## config.mk

```make
export PLATFORM = sky130hd
export DESIGN_NAME = writeback_queue_flat
export DESIGN_NICKNAME = d
export VERILOG_FILES = /design/src/rtl/writeback_queue_if.sv /design/src/rtl/writeback_queue.sv /design/src/flat_wrapper.sv
export SDC_FILE = /design/constraint.sdc
export NUM_CORES = 1
export LEC_CHECK = 0
export ABC_AREA = 1
export CORE_MARGIN = 3
export CORE_UTILIZATION = 50
export DETAILED_ROUTE_END_ITERATION = 16
export DONT_BUFFER_PORTS = 1
export GPL_TIMING_DRIVEN = 0
export PLACE_DENSITY = 0.75
export SYNTH_ARGS = -nofsm -noshare
export SYNTH_HDL_FRONTEND = slang
export SYNTH_SLANG_ARGS = --single-unit
```

## constraint.sdc

```tcl
create_clock -name Clock -period 4.69 [get_ports Clock]
set_input_delay 0.938 -clock Clock [delete_from_list [all_inputs] [get_ports Clock]]
set_output_delay 0.938 -clock Clock [all_outputs]
set_load 0.05 [all_outputs]
```

## src/rtl/writeback_queue_if.sv

```systemverilog
// Write-back queue bus: producer inputs, register-file write port,
// bypass lookups and occupancy.
interface writeback_queue_if #(
   parameter int DEPTH  = 4,
   parameter int DATA_W = 32,
   parameter int ADDR_W = 5
);
   localparam int CW = $clog2(DEPTH) + 1;

   logic              Mem_Valid;
   logic [ADDR_W-1:0] Mem_Reg;
   logic [DATA_W-1:0] Mem_Data;
   logic              ALU_Valid;
   logic [ADDR_W-1:0] ALU_Reg;
   logic [DATA_W-1:0] ALU_Data;
   logic              Ready;
   logic              Reg_Write;
   logic [ADDR_W-1:0] Write_Reg;
   logic [DATA_W-1:0] Write_Data;
   logic [ADDR_W-1:0] Lookup_Reg_1;
   logic [ADDR_W-1:0] Lookup_Reg_2;
   logic              Lookup_Hit_1;
   logic              Lookup_Hit_2;
   logic [DATA_W-1:0] Lookup_Data_1;
   logic [DATA_W-1:0] Lookup_Data_2;
   logic [CW-1:0]     Count;

   modport master (
      output Mem_Valid, Mem_Reg, Mem_Data,
      output ALU_Valid, ALU_Reg, ALU_Data,
      output Lookup_Reg_1, Lookup_Reg_2,
      input  Ready, Reg_Write, Write_Reg, Write_Data,
      input  Lookup_Hit_1, Lookup_Hit_2,
      input  Lookup_Data_1, Lookup_Data_2, Count
   );

   modport slave (
      input  Mem_Valid, Mem_Reg, Mem_Data,
      input  ALU_Valid, ALU_Reg, ALU_Data,
      input  Lookup_Reg_1, Lookup_Reg_2,
      output Ready, Reg_Write, Write_Reg, Write_Data,
      output Lookup_Hit_1, Lookup_Hit_2,
      output Lookup_Data_1, Lookup_Data_2, Count
   );
endinterface

```

## src/rtl/writeback_queue.sv

```systemverilog
// In-order write-back buffer: two results in per cycle, one registered
// register-file write out per cycle, with youngest-wins bypass lookup.
module writeback_queue #(
   parameter int DEPTH  = 4,
   parameter int DATA_W = 32,
   parameter int ADDR_W = 5
) (
   input  logic Clock,
   input  logic Reset,
   writeback_queue_if.slave bus
);
   localparam int PW = $clog2(DEPTH);
   localparam int CW = PW + 1;

   logic [ADDR_W-1:0] r_q_reg  [DEPTH];
   logic [DATA_W-1:0] r_q_data [DEPTH];
   logic [PW-1:0]     r_head;
   logic [PW-1:0]     r_tail;
   logic [CW-1:0]     r_count;
   logic              r_wr_en;
   logic [ADDR_W-1:0] r_wr_reg;
   logic [DATA_W-1:0] r_wr_data;

   logic              w_ready;
   logic              w_mem_en;
   logic              w_alu_en;
   logic              w_deq;
   logic [PW-1:0]     w_alu_slot;
   logic [DATA_W:0]   w_look_1;
   logic [DATA_W:0]   w_look_2;

   assign w_ready    = (r_count <= CW'(DEPTH - 2));
   assign w_mem_en   = w_ready && bus.Mem_Valid && (bus.Mem_Reg != '0);
   assign w_alu_en   = w_ready && bus.ALU_Valid && (bus.ALU_Reg != '0);
   assign w_deq      = (r_count != '0);
   assign w_alu_slot = r_tail + PW'(w_mem_en);

   always_ff @(posedge Clock or posedge Reset) begin
      if (Reset) begin
         r_head    <= '0;
         r_tail    <= '0;
         r_count   <= '0;
         r_wr_en   <= 1'b0;
         r_wr_reg  <= '0;
         r_wr_data <= '0;
      end else begin
         r_tail  <= r_tail + PW'(w_mem_en) + PW'(w_alu_en);
         r_count <= r_count + CW'(w_mem_en) + CW'(w_alu_en) - CW'(w_deq);
         r_wr_en <= w_deq;
         if (w_deq) begin
            r_head    <= r_head + PW'(1);
            r_wr_reg  <= r_q_reg[r_head];
            r_wr_data <= r_q_data[r_head];
         end
      end
   end

   // Payload storage needs no reset; validity comes from r_count.
   always_ff @(posedge Clock) begin
      if (w_mem_en) begin
         r_q_reg[r_tail]  <= bus.Mem_Reg;
         r_q_data[r_tail] <= bus.Mem_Data;
      end
      if (w_alu_en) begin
         r_q_reg[w_alu_slot]  <= bus.ALU_Reg;
         r_q_data[w_alu_slot] <= bus.ALU_Data;
      end
   end

   // Scan oldest to youngest so the last match left standing wins.
   function automatic logic [DATA_W:0] f_lookup(
      input logic [ADDR_W-1:0] idx
   );
      logic [DATA_W:0] res;
      logic [PW-1:0]   p;
      res = '0;
      if (idx != '0) begin
         if (r_wr_en && (r_wr_reg == idx))
            res = {1'b1, r_wr_data};
         for (int i = 0; i < DEPTH; i++) begin
            p = r_head + PW'(i);
            if ((CW'(i) < r_count) && (r_q_reg[p] == idx))
               res = {1'b1, r_q_data[p]};
         end
      end
      return res;
   endfunction

   always_comb begin
      w_look_1 = '0;
      w_look_2 = '0;
      w_look_1 = f_lookup(bus.Lookup_Reg_1);
      w_look_2 = f_lookup(bus.Lookup_Reg_2);
   end

   assign bus.Ready         = w_ready;
   assign bus.Reg_Write     = r_wr_en;
   assign bus.Write_Reg     = r_wr_reg;
   assign bus.Write_Data    = r_wr_data;
   assign bus.Count         = r_count;
   assign bus.Lookup_Hit_1  = w_look_1[DATA_W];
   assign bus.Lookup_Data_1 = w_look_1[DATA_W-1:0];
   assign bus.Lookup_Hit_2  = w_look_2[DATA_W];
   assign bus.Lookup_Data_2 = w_look_2[DATA_W-1:0];
endmodule
```

## src/flat_wrapper.sv

```systemverilog
// flat-port wrapper written by rule: the top's interface ports become plain ports
module writeback_queue_flat 
#(
   parameter int DEPTH  = 4,
   parameter int DATA_W = 32,
   parameter int ADDR_W = 5
)
  (Clock, Reset, bus_Mem_Valid, bus_Mem_Reg, bus_Mem_Data, bus_ALU_Valid, bus_ALU_Reg, bus_ALU_Data, bus_Lookup_Reg_1, bus_Lookup_Reg_2, bus_Ready, bus_Reg_Write, bus_Write_Reg, bus_Write_Data, bus_Lookup_Hit_1, bus_Lookup_Hit_2, bus_Lookup_Data_1, bus_Lookup_Data_2, bus_Count);
  writeback_queue_if #(.DEPTH(DEPTH), .DATA_W(DATA_W), .ADDR_W(ADDR_W)) bus_i ();
  input  logic Clock;
  input  logic Reset;
  input wire logic [$bits(bus_i.Mem_Valid)-1:0] bus_Mem_Valid;
  input wire logic [$bits(bus_i.Mem_Reg)-1:0] bus_Mem_Reg;
  input wire logic [$bits(bus_i.Mem_Data)-1:0] bus_Mem_Data;
  input wire logic [$bits(bus_i.ALU_Valid)-1:0] bus_ALU_Valid;
  input wire logic [$bits(bus_i.ALU_Reg)-1:0] bus_ALU_Reg;
  input wire logic [$bits(bus_i.ALU_Data)-1:0] bus_ALU_Data;
  input wire logic [$bits(bus_i.Lookup_Reg_1)-1:0] bus_Lookup_Reg_1;
  input wire logic [$bits(bus_i.Lookup_Reg_2)-1:0] bus_Lookup_Reg_2;
  output wire logic [$bits(bus_i.Ready)-1:0] bus_Ready;
  output wire logic [$bits(bus_i.Reg_Write)-1:0] bus_Reg_Write;
  output wire logic [$bits(bus_i.Write_Reg)-1:0] bus_Write_Reg;
  output wire logic [$bits(bus_i.Write_Data)-1:0] bus_Write_Data;
  output wire logic [$bits(bus_i.Lookup_Hit_1)-1:0] bus_Lookup_Hit_1;
  output wire logic [$bits(bus_i.Lookup_Hit_2)-1:0] bus_Lookup_Hit_2;
  output wire logic [$bits(bus_i.Lookup_Data_1)-1:0] bus_Lookup_Data_1;
  output wire logic [$bits(bus_i.Lookup_Data_2)-1:0] bus_Lookup_Data_2;
  output wire logic [$bits(bus_i.Count)-1:0] bus_Count;
  assign bus_i.Mem_Valid = bus_Mem_Valid;
  assign bus_i.Mem_Reg = bus_Mem_Reg;
  assign bus_i.Mem_Data = bus_Mem_Data;
  assign bus_i.ALU_Valid = bus_ALU_Valid;
  assign bus_i.ALU_Reg = bus_ALU_Reg;
  assign bus_i.ALU_Data = bus_ALU_Data;
  assign bus_i.Lookup_Reg_1 = bus_Lookup_Reg_1;
  assign bus_i.Lookup_Reg_2 = bus_Lookup_Reg_2;
  assign bus_Ready = bus_i.Ready;
  assign bus_Reg_Write = bus_i.Reg_Write;
  assign bus_Write_Reg = bus_i.Write_Reg;
  assign bus_Write_Data = bus_i.Write_Data;
  assign bus_Lookup_Hit_1 = bus_i.Lookup_Hit_1;
  assign bus_Lookup_Hit_2 = bus_i.Lookup_Hit_2;
  assign bus_Lookup_Data_1 = bus_i.Lookup_Data_1;
  assign bus_Lookup_Data_2 = bus_i.Lookup_Data_2;
  assign bus_Count = bus_i.Count;
  writeback_queue #(.DEPTH(DEPTH), .DATA_W(DATA_W), .ADDR_W(ADDR_W)) u_core (.Clock(Clock), .Reset(Reset), .bus(bus_i));
endmodule
```

==> results by group <==
Run status
  • Status: complete, no violations

Detailed routing
  • Wirelength, routed: 63.49 mm
  • Drt drc: 0
  • 1st-iter DRT viols: 2,486
  • First drt pass iteration count: 6
  • Via/cell ratio: just under 6
  • DR vias: around 18,000
  • Post-DRT Antenna Nets: 0
  • DR WL/cell: roughly 21 um

Yosys
  • Synth Cell Area: between 0.015 and 0.02 sq mm
  • Synth warn: 0
  • Count of state elements after synthesis: between 150 and 200
  • Cells after Synth: 2,529
  • Mapped Avg Cell Area: between 6 and 7 sq um
  • Post-synthesis sequential area ratio: between 30% and 40%
  • Syn_nets: between 2,000 and 3,000
  • Yosys cell types: 38

Hold path
  • Hold Crit Class: primary input to asynchronous set/reset pin

Timing
  • Setup TNS: 0 ps
  • Skew final: between 15 and 20 ps
  • Final setup violation count: 0
  • WHS: around 410 ps
  • Fmax: 0.2148 GHz
  • Least-Margin Pin Slew: roughly 1100 ps
  • Max-slew violations: 0
  • Hold Vio Cnt, Final: 0
  • Unrepaired setup endpoints after global routing: false
  • Slew HR: between 20 and 30%
  • Fin crit share: 99.27%
  • Tmin final: about 4700 ps

Global routing
  • M3 GR Usage: just over 8%
  • Overflow after GRT: 0
  • First-pass GRT wire length: around 94 mm
  • Number of global-route vias before repair: 15,560
  • Met2 usage in global routing: between 50 and 60%
  • GRT busiest layer: met1
  • M1 GR Usage: between 50% and 60%
  • Pin count of the biggest net entering global routing: 28
  • GRT Total Usage: a little over a third
  • Initial antenna violation count: 0

Run
  • Max cap viols: 0

Worst setup path
  • Slowest cell on crit path: a21oi_2
  • Worst r2r path cells: 13
  • Critical path class: register to primary output
  • Critical path's most frequent cell: nor2_1
  • CP arrival: between 3000 and 4000 ps
  • CP top delay family: compound AO/OA/AOI/OAI gates
  • Crit. End Element: primary output
  • Crit path buffers/inverters: 2
  • Crit-path max cell delay: roughly 570 ps
  • CP max FO: 10
  • Critical path depth: 10
  • Worst path cell trace: inv_1 -> ha_1 -> a21oi_1 -> o21ai_0 -> nor2_1 -> nand3_1 -> clkbuf_1 -> nor2_1 -> nor2_1 -> a21oi_2
  • Setup crit start kind: register
  • CP required: approximately 3800 ps

Cells and area
  • Fin nets: roughly 2,700
  • Post-layout util: roughly 56%
  • Largest register FFs: between 100 and 150
  • Layout overhead on the synthesized area: 9.595%
  • Share of cells above drive strength 1: slightly above 8%
  • Final Non-Filler Cells: a little under 3,000
  • Most common cell after layout, fill and taps aside: nand2_1
  • Ant diodes: 0
  • Most frequent cells in the layout: nand2_1, o21ai_0, nor2_1
  • Filler cell count: 3,032

Clocking
  • Hold buffers post-CTS: 0
  • Clk buf depth: 2
  • Clock latency on the worst-skew pair: between 400 and 500 ps
  • Post-cts resize count: 42
  • Clk root buf: clkbuf_16
  • CTS Buf Count: 17
  • # clock sinks: approximately 190
  • H-tree Lvls: 4
  • Setup Buffers After CTS: 0
  • Clock Pin Slew Worst Setup and Hold Paths: around 80 ps
  • CTS tree: built

Placed design
  • Inst Count DP: approximately 2,900
  • PortBufs: 0
  • Gpl congestion: 1.030
  • Hpwl dp: between 50 and 60 mm

Floorplan
  • CORE AREA: a little over 0.03 sq mm
  • Rows: 64
  • IO Count: around 200
  • Die Span Y: around 180 um
  • Die ar.: between 0.03 and 0.04 sq mm
  • Initial Utilization: approximately half
  • Die W: 184.8 um
[cell families (layout without fill, tap and decap cells)]
kind of cell	count (synthesis)	in the layout	synth area share, %
buffers and inverters	416	455	10.88
xor gates and xnor gates	16	16	0.8765
muxes	2	2	0.1252
and+or+nand+nor	1351	1351	35.17
AOI/OAI and AO/OA	544	544	17.47
DFF	193	193	34.84
adders and majority gates	7	7	0.6417
[synth_stat cells (all sizes together)]
cell type  number  area [sq um]
a21oi          74         407.9
buf            69         436.7
clkbuf        110         412.9
dfrtp          45          1126
edfxtp        148          4444
fa              2         40.04
ha              5         62.56
inv           237         889.6
mux2i           2         20.02
nand2         810          3079
nand3         147         740.7
nand3b          2         15.01
nand4          69         431.7
nor2          287          1131
nor3            4         25.02
nor4            1         6.260
o21a            2         15.01
o21ai         460          2317
o22ai           6         37.54
o31ai           2         15.01
or2            31         193.9
xnor2           3         26.28
xor2           13         113.9
[final timing paths]
path / start / end / slack, ps
worst max-delay path: u_core.bus.Count[1] / bus_Lookup_Data_2[26] / 30
worst min-delay path: Reset / u_core.r_tail[1] / 410
worst max register to register: u_core.bus.Count[1] / u_core.r_q_data[0][22] / 120
worst min register to register: u_core.r_tail[1] / u_core.r_tail[1] / 710
max in group asynchronous: Reset / u_core.bus.Write_Data[16] / 3770
min in group Clock: bus_Mem_Data[22] / u_core.r_q_data[2][22] / 660
[layout make-up]
type | instances | area (sq um) | area share (%)
Multi-Input combinational cell | 1920 | 8947 | 51.06
Clock inverter | 15 | 186.4 | 1.064
Tap cell | 396 | 495.5 | 2.828
Sequential cell | 193 | 5573 | 31.81
Inverter | 237 | 889.6 | 5.077
Timing Repair Buffer | 7 | 152.6 | 0.8712
Buffer | 179 | 852.1 | 4.863
Clock buffer | 17 | 425.4 | 2.428
[per-layer routing]
metal,wire [um],vias to the layer above
li1,-,8276
met1,27500,7894
met2,26020,1255
met3,8596,91
met4,1367,0
met5,0,-
[metrics by stage]
stage | setup WS (ps) | cell area [sq um]
6_report | 34.30 | 17520
5_1_grt | 4.121 | 17520
3_5_place_dp | -865.5 | 16690
4_1_cts | 5.943 | 17450
3_3_place_gp | -3348 | 16480
2_1_floorplan | -585.5 | 15990
Power is left out: the tool's default activity adds up to more than one toggle a clock period on the data nets, which glitch-free logic cannot reach.
